<file path="config.mk">
export PLATFORM = sky130hd
export DESIGN_NAME = mcast_scheduler
export DESIGN_NICKNAME = d
export VERILOG_FILES = /design/src/rtl/mcast_scheduler.sv
export SDC_FILE = /design/constraint.sdc
export NUM_CORES = 1
export LEC_CHECK = 0
export ABC_AREA = 1
export CORE_MARGIN = 4
export CORE_UTILIZATION = 45
export DETAILED_ROUTE_END_ITERATION = 8
export PLACE_DENSITY = 0.83
export SKIP_LAST_GASP = 1
export SYNTH_ARGS = -nofsm -noshare
export SYNTH_HDL_FRONTEND = slang
export SYNTH_SLANG_ARGS = --single-unit
</file>
<file path="constraint.sdc">
create_clock -name clk -period 5.9 [get_ports clk]
set_input_delay 1.18 -clock clk [delete_from_list [all_inputs] [get_ports clk]]
set_output_delay 1.18 -clock clk [all_outputs]
set_load 0.01 [all_outputs]
</file>
<file path="src/rtl/mcast_scheduler.sv">
// Bus-side scheduler for one MultiCaster row: round-robin arbitration of ifmap/filter/psum
// requests, one-cycle caster enable, psum result return. Optional watchdog: MCAST_SCHED_TIMEOUT_EN.
module mcast_scheduler #(
    parameter int DATA_WIDTH     = 16,
    parameter int NUM_COL        = 4,
    parameter int TAG_WIDTH      = 4,
    parameter int TIMEOUT_CYCLES = 255
) (
    input  logic                      clk,
    input  logic                      rstn,
    input  logic [2:0]                req_valid,
    output logic [2:0]                req_ready,
    input  logic [3*TAG_WIDTH-1:0]    req_tag,
    input  logic [DATA_WIDTH-1:0]     ifmap_data,
    input  logic [DATA_WIDTH-1:0]     fltr_data,
    input  logic [2*DATA_WIDTH-1:0]   psum_data,
    output logic [DATA_WIDTH-1:0]     bus_ifmap_data,
    output logic [DATA_WIDTH-1:0]     bus_fltr_data,
    output logic [2*DATA_WIDTH-1:0]   bus_psum_data,
    output logic [2:0]                bus_caster_en,
    output logic [TAG_WIDTH-1:0]      bus_tag,
    input  logic                      bus_caster_ready,
    input  logic                      bus_caster_valid,
    input  logic [2*DATA_WIDTH-1:0]   bus_psum_result,
    output logic                      res_valid,
    input  logic                      res_ready,
    output logic [2*DATA_WIDTH-1:0]   res_data,
    output logic [TAG_WIDTH-1:0]      res_tag,
    output logic                      busy,
    output logic [15:0]               psum_done_cnt,
    output logic                      err_timeout
);

    if (((2 ** TAG_WIDTH) < NUM_COL) || (TIMEOUT_CYCLES < 1)) begin : g_param_chk
        $error("mcast_scheduler: TAG_WIDTH too small for NUM_COL or TIMEOUT_CYCLES < 1");
    end

    typedef enum logic [1:0] {IDLE, ISSUE, WAIT_RES, RESULT} state_t;

    state_t      state, state_nxt;
    logic [1:0]  rr_ptr;
    logic [1:0]  win;
    logic [1:0]  win_sel;
    logic        found;
    logic        grant;
    logic        timeout_hit;

    // Round-robin scan starting at rr_ptr, wrapping modulo 3.
    always_comb begin
        found   = 1'b0;
        win_sel = '0;
        for (int unsigned off = 0; off < 3; off++) begin
            int unsigned idx;
            idx = int'(rr_ptr) + off;
            if (idx >= 3) idx = idx - 3;
            if (!found && req_valid[idx]) begin
                found   = 1'b1;
                win_sel = 2'(idx);
            end
        end
    end

    assign grant = (state == IDLE) && bus_caster_ready && found;

`ifdef MCAST_SCHED_TIMEOUT_EN
    localparam int TW = $clog2(TIMEOUT_CYCLES + 1);
    logic [TW-1:0] tcnt;
`endif

    always_ff @(posedge clk or negedge rstn) begin
        if (!rstn) state <= IDLE;
        else       state <= state_nxt;
    end

    always_comb begin
        state_nxt     = state;
        req_ready     = '0;
        bus_caster_en = '0;
        res_valid     = 1'b0;
        timeout_hit   = 1'b0;
        busy          = (state != IDLE);
        case (state)
            IDLE: begin
                if (grant) begin
                    req_ready[win_sel] = 1'b1;
                    state_nxt          = ISSUE;
                end
            end
            ISSUE: begin
                bus_caster_en[win] = 1'b1;
                state_nxt          = (win == 2'd2) ? WAIT_RES : IDLE;
            end
            WAIT_RES: begin
                if (bus_caster_valid) begin
                    state_nxt = RESULT;
                end
`ifdef MCAST_SCHED_TIMEOUT_EN
                else if (tcnt == TW'(TIMEOUT_CYCLES - 1)) begin
                    timeout_hit = 1'b1;
                    state_nxt   = IDLE;
                end
`endif
            end
            RESULT: begin
                res_valid = 1'b1;
                if (res_ready) state_nxt = IDLE;
            end
            default: state_nxt = IDLE;
        endcase
    end

    always_ff @(posedge clk or negedge rstn) begin
        if (!rstn) begin
            rr_ptr         <= '0;
            win            <= '0;
            bus_ifmap_data <= '0;
            bus_fltr_data  <= '0;
            bus_psum_data  <= '0;
            bus_tag        <= '0;
            res_data       <= '0;
            res_tag        <= '0;
            psum_done_cnt  <= '0;
        end else begin
            if (grant) begin
                win    <= win_sel;
                rr_ptr <= (win_sel == 2'd2) ? 2'd0 : win_sel + 2'd1;
                case (win_sel)
                    2'd0: begin
                        bus_ifmap_data <= ifmap_data;
                        bus_tag        <= req_tag[0 +: TAG_WIDTH];
                    end
                    2'd1: begin
                        bus_fltr_data <= fltr_data;
                        bus_tag       <= req_tag[TAG_WIDTH +: TAG_WIDTH];
                    end
                    default: begin
                        bus_psum_data <= psum_data;
                        bus_tag       <= req_tag[2*TAG_WIDTH +: TAG_WIDTH];
                    end
                endcase
            end
            if (state == WAIT_RES && bus_caster_valid) begin
                res_data <= bus_psum_result;
                res_tag  <= bus_tag;
            end
            if (state == RESULT && res_ready) begin
                psum_done_cnt <= psum_done_cnt + 16'd1;
            end
        end
    end

`ifdef MCAST_SCHED_TIMEOUT_EN
    // Counter is cleared while in ISSUE so each WAIT_RES visit starts from zero.
    always_ff @(posedge clk or negedge rstn) begin
        if (!rstn) begin
            tcnt        <= '0;
            err_timeout <= 1'b0;
        end else begin
            if (state == WAIT_RES) tcnt <= tcnt + TW'(1);
            else                   tcnt <= '0;
            if (timeout_hit) err_timeout <= 1'b1;
        end
    end
`else
    assign err_timeout = 1'b0;
`endif

endmodule
</file>
=== Word level (Yosys, flattened, before mapping) ===
Index checks and enable logic that the tools add are counted.

* Register bits: 126
* Input bits: 116
* Output and inout port bits: 129
* Logic and storage cells: 85

* Add/subtract/negate cells: 7
* Order comparisons: 10
* Eq/ne operators: 9
* Muxes and demuxes: 30
* Bitwise logic cells: 1
* Reductions and logical operators: 18

{| class="wikitable"
|+ Operators with widths
! cell !! count
|-
| less-than comparator 32 x 3 -> 1 bit, second input constant || 3
|-
| two-way mux 32 bit || 3
|-
| adder 16 x 1 -> 16 bit, second input constant || 1
|-
| two-way mux 2 bit || 8
|-
| two-way mux 1 bit || 9
|-
| two-way mux 3 bit || 3
|-
| equality test 2 bit, second input constant || 4
|-
| logical AND 1 bit || 8
|-
| case mux 2 bit (4 select lines) || 1
|-
| case mux 4 bit (2 select lines) || 1
|-
| subtractor 3 x 2 -> 4 bit, second input constant || 2
|-
| binary-select mux 1 bit (select 2 bit) || 3
|-
| greater-or-equal comparator 3 x 2 -> 1 bit, second input constant || 2
|-
| less-than comparator 2 x 3 -> 1 bit, second input constant || 2
|-
| != test 2 bit, second input constant || 3
|-
| AND reduction 2 bit || 3
|-
| demux 1 bit (select 2 bit) || 2
|-
| equality test 2 x 1 -> 1 bit, second input constant || 2
|-
| greater-or-equal comparator 2 x 1 -> 1 bit, second input constant || 2
|-
| logical NOT 2 bit || 2
|-
| adder 2 x 1 -> 3 bit, second input constant || 1
|-
| adder 2 x 2 -> 3 bit, second input constant || 1
|-
| AND reduction 3 bit || 1
|-
| subtractor 2 x 2 -> 3 bit, second input constant || 1
|-
| 6 further kinds || 7
|}

=== Depth between registers and ports, before layout ===
* Word-level depth: 17
* Mapped depth: 16
* Depth with buffers taken out: 15

=== Worst setup path before layout ===
Ideal clock, no wire load.

* Path kind: input -> output
* Start point: input req_valid[1]
* End point: output req_ready[0]
* Arrival: 2.140 ns
* Required time: 4.720 ns
* Setup slack: 2.580 ns
* Stages: 9
* Path buffers: 1
* Cell sequence: nand2_1 > nand3_1 > nand2_2 > a21oi_1 > nand2_1 > nand2_1 > nand3_4 > inv_4 > buf_6

* Word-level cells in the longest chain between the ends: 15
* Elaborated cells between the ends (all ways): 24
* Those cells by class: 2 x order compare; 16 x mux; 6 x reduce/logical

{| class="wikitable"
|+ Ends and longest elaborated chain
! element !! RTL line !! RTL
|-
| start: declaration || 11 || <nowiki>input logic [2:0] req_valid,</nowiki>
|-
| binary-select mux 1 bit (select 2 bit) || 56 || <nowiki>if (!found && req_valid[idx]) begin</nowiki>
|-
| two-way mux 1 bit (not written as such) || 56 ||
|-
| two-way mux 1 bit || 56 ||
|-
| logical NOT 1 bit || 56 ||
|-
| logical AND 1 bit || 56 ||
|-
| two-way mux 1 bit || 56 ||
|-
| logical NOT 1 bit || 56 ||
|-
| logical AND 1 bit || 56 ||
|-
| two-way mux 2 bit || 56 ||
|-
| less-than comparator 2 x 3 -> 1 bit (not written as such) or greater-or-equal comparator 2 x 1 -> 1 bit (tied branches) || 85 || <nowiki>req_ready[win_sel] = 1'b1;</nowiki>
|-
| logical AND 1 bit (not written as such) || 85 ||
|-
| two-way mux 1 bit (not written as such) || 85 ||
|-
| demux 1 bit (select 2 bit) || 85 ||
|-
| two-way mux 3 bit (*) || 84 || <nowiki>if (grant) begin</nowiki>
|-
| two-way mux 3 bit (*) || 82 || <nowiki>case (state)</nowiki>
|-
| end: declaration || 12 || <nowiki>output logic [2:0] req_ready,</nowiki>
|}

Mark *: on every way between the ends. The rest lies on a longest branch, timed or not. The select of a mux whose other input is x is not followed.

=== Final worst setup path ===
* Start point: input req_valid[1]
* End point: output req_ready[2]

Same word-level chain as after synthesis.

==> flow_summary_export.csv <==
group,metric,value,unit
logic_synthesis,netlist_area,5280,um2
critical_path,worstPathMaxFanout,34,
logic_synthesis,ys_seq_area_share,59.7,%
timing,min_period,4.95,ns
pwr,powerDensity,521,nW/um2
timing,holdWs,0.470,ns
routing,wl_per_cell,15.7,um
pwr,p_leak,4.02,nW
logic_synthesis,ys_seq_elements,126,
clock_tree,cts_resized,0,
logic_synthesis,yosys_most_used_dff,"dfrtp_1",
timing,worst_pin_slew,0.908,ns
routing,via_per_inst,4.82,
hold_path,min_path_type,"reg -> reg",
place,io_buffer_count,243,
timing,finalSetupViolCount,0,
timing,finalHoldViolations,0,
timing,maxSlewHeadroom,39.4,%
clock_tree,cts_hold_buf,0,
routing,drt_iter0_markers,316,
routing,dr.pass1.iters,4,
place,post-place-ws,1.01,ns
pwr,vdd_drop_max,0.288,mV
logic_synthesis,synth_area_leader_cell,"dfrtp_1",
timing,fin_setup_tns,0,ns
cells_and_area,area_growth,58.0,%
floorplanning,start_util,46.0,%
critical_path,crit_buf_inv,4,
logic_synthesis,synth_cell_types,27,
logic_synthesis,yosysWarnings,0,
cells_and_area,drive_above_1_share,10.8,%
logic_synthesis,synth_fp_nets,656,
grt,grt_overflow,0,
floorplanning,die_w,116,um
timing,skew,0.00573,ns
logic_synthesis,synth_area_per_cell,9.86,um2
clock_tree,htreeDepth,4,
clock_tree,clock-root-buffer,"clkbuf_16",
floorplanning,rows,39,
floorplanning,io_pins,245,
run,drv_cap,0,
grt,grt_pass1_vias,4740,
place,place_hpwl,11100,um
cells_and_area,stdcell_count,936,
place,dp.cells,907,
routing,routed_wl,14700,um
timing,maxSlewViolCount,0,
grt,grt_pass1_wl,22800,um
floorplanning,fp.coreArea,11500,um2
logic_synthesis,syn_inst,535,
clock_tree,clock-sinks,126,
critical_path,critPathArrivalTime,3.77,ns
critical_path,cp_data_required_time,4.72,ns
logic_synthesis,synth_edf_count,0,
clock_tree,cts_buffer_depth,2,
timing,fin_crit_sh,83.9,%
clock_tree,path_clk_slew,0.05,ns
critical_path,cp_slowest_cell,"clkdlybuf4s50_1",
logic_synthesis,synth.most_common_cell,"nand2_1",
critical_path,crit_family,"buffers and inverters",
critical_path,startpoint_type,"primary input",
logic_synthesis,yosysTopAreaCellShare,59.7,%
timing,rsz0062_at_grt,"false",
critical_path,cp-end-kind,"output pin",
clock_tree,cts_buffers,17,
critical_path,path_cells,"clkdlybuf4s50_1 -> nand2_1 -> nand3_1 -> nand2_2 -> nand2_1 -> o21ai_1 -> inv_2 -> nand2_4 -> inv_4 -> clkdlybuf4s50_1",
outcome,status,"completed",
routing,drc_errors,0,
timing,timing.fmax,0.202,GHz
place,finalWeightedCongestion,0.895,
timing,layout_setup_ws,0.950,ns
logic_synthesis,synthArstFlopShare,100,%
grt,antenna_found_initial,0,
clock_tree,post_cts_buffers,0,
cells_and_area,nets,904,
logic_synthesis,ys_top_cells_by_count,"nand2_1, dfrtp_1, mux2_2",
floorplanning,die_height,116,um
critical_path,critical-path-max-stage-delay,0.60,ns
grt,grt_max_degree,65,
clock_tree,clk_latency,0.39,ns
routing,via_count,4515,
routing,ant_nets,0,
grt,track_usage,21.7,%
cells_and_area,n_antenna_cell,0,
floorplanning,die-area,13500,um2
logic_synthesis,synth.area.top_cells,"dfrtp_1, nand2_1, mux2_2",
critical_path,crit_type,"in -> out",
clock_tree,cts_tree,"done",
per-layer routing:
metal / vias to the layer above / GRT usage, % / share of wire, %
met1: 2146 / 25.1 / 39
met4: 0 / 8.97 / 1.7
met5: - / 0 / 0
li1: 2169 / - / -
met3: 18 / 5.85 / 8.2
met2: 182 / 38.0 / 51
cells by family (layout without fill, tap and decap cells):
logic type | Yosys count | in the layout | share of synthesized area [%]
multiplexers | 37 | 37 | 7.89
XOR/XNOR | 15 | 15 | 2.49
adder cells (fa/ha/maj) | 5 | 5 | 1.19
buffers and inverters | 47 | 305 | 4.53
AO/OA/AOI/OAI | 8 | 8 | 1.02
AND/OR/NAND/NOR | 296 | 296 | 23.1
flip-flops | 126 | 126 | 59.7
other | 1 | 1 | 0.0711
state kept, by name, indices dropped and copies added (netlist names), named ones only:
| name | flops |
|---|---|
| res_data | 32 |
| bus_psum_data | 32 |
| rr_ptr | 2 |
| bus_tag | 4 |
| psum_done_cnt | 16 |
| win | 2 |
| bus_fltr_data | 16 |
| bus_ifmap_data | 16 |
| res_tag | 4 |
| state | 1 |
worst paths after layout:
path                              startpoint                 to  slack (ns)  depth (start not counted)
setup / recovery                req_valid[1]       req_ready[2]        0.95                         10
hold / removal             psum_done_cnt[15]  psum_done_cnt[15]        0.47                          1
setup reg to reg                   rr_ptr[0]  bus_psum_data[14]        3.36                         14
hold reg to reg            psum_done_cnt[15]  psum_done_cnt[15]        0.47                          1
max in group asynchronous               rstn       res_data[18]        3.76                          2
min in group asynchronous               rstn  psum_done_cnt[10]        0.86                          1
cells in the final DEF (no fill, tap or decap), types with 3 or more instances in the layout:
cell type,count
nand3_2,3
nand3_1,20
inv_1,25
nand4_1,4
xnor2_1,6
xor2_1,9
o21ai_0,4
nor3_1,6
inv_2,5
nand2_2,5
nand2_1,226
clkinv_2,5
nor2_1,28
dfrtp_1,126
ha_1,5
clkdlybuf4s50_1,242
mux2_2,37
clkbuf_16,17
report_power, final:
group          internal (mW)  total [mW]  switching (mW)
combinational          0.997        1.91           0.910
clock                  0.633       0.974           0.341
sequential              1.24        1.46           0.225
worst register-to-register path, delay by kind of cell, from the launching register on:
family / cells / cell delay (ns)
compound gates: 1 / 0.19
fa+ha+maj: 1 / 0.36
simple gates: 8 / 0.93
buf+inv: 4 / 0.64
flops: 1 / 0.38
cell type report:
type / instances / area, um2
Inverter: 32 / 125
Sequential cell: 126 / 3150
Tap cell: 143 / 179
Timing Repair Buffer: 244 / 2440
Fill cell: 830 / 3130
Multi-Input combinational cell: 362 / 1890
Clock buffer: 21 / 460
Clock inverter: 8 / 92.6
through the flow:
stage	power [mW]	cell area, um2	util (%)
6_report	4.34	8340	72.7
5_1_grt	4.63	8340	72.7
4_1_cts	4.39	8340	72.7
3_5_place_dp	3.38	7780	67.9
3_3_place_gp	3.30	7780	67.9
2_1_floorplan	2.37	5280	-
Power figures use the tool's default switching activity.
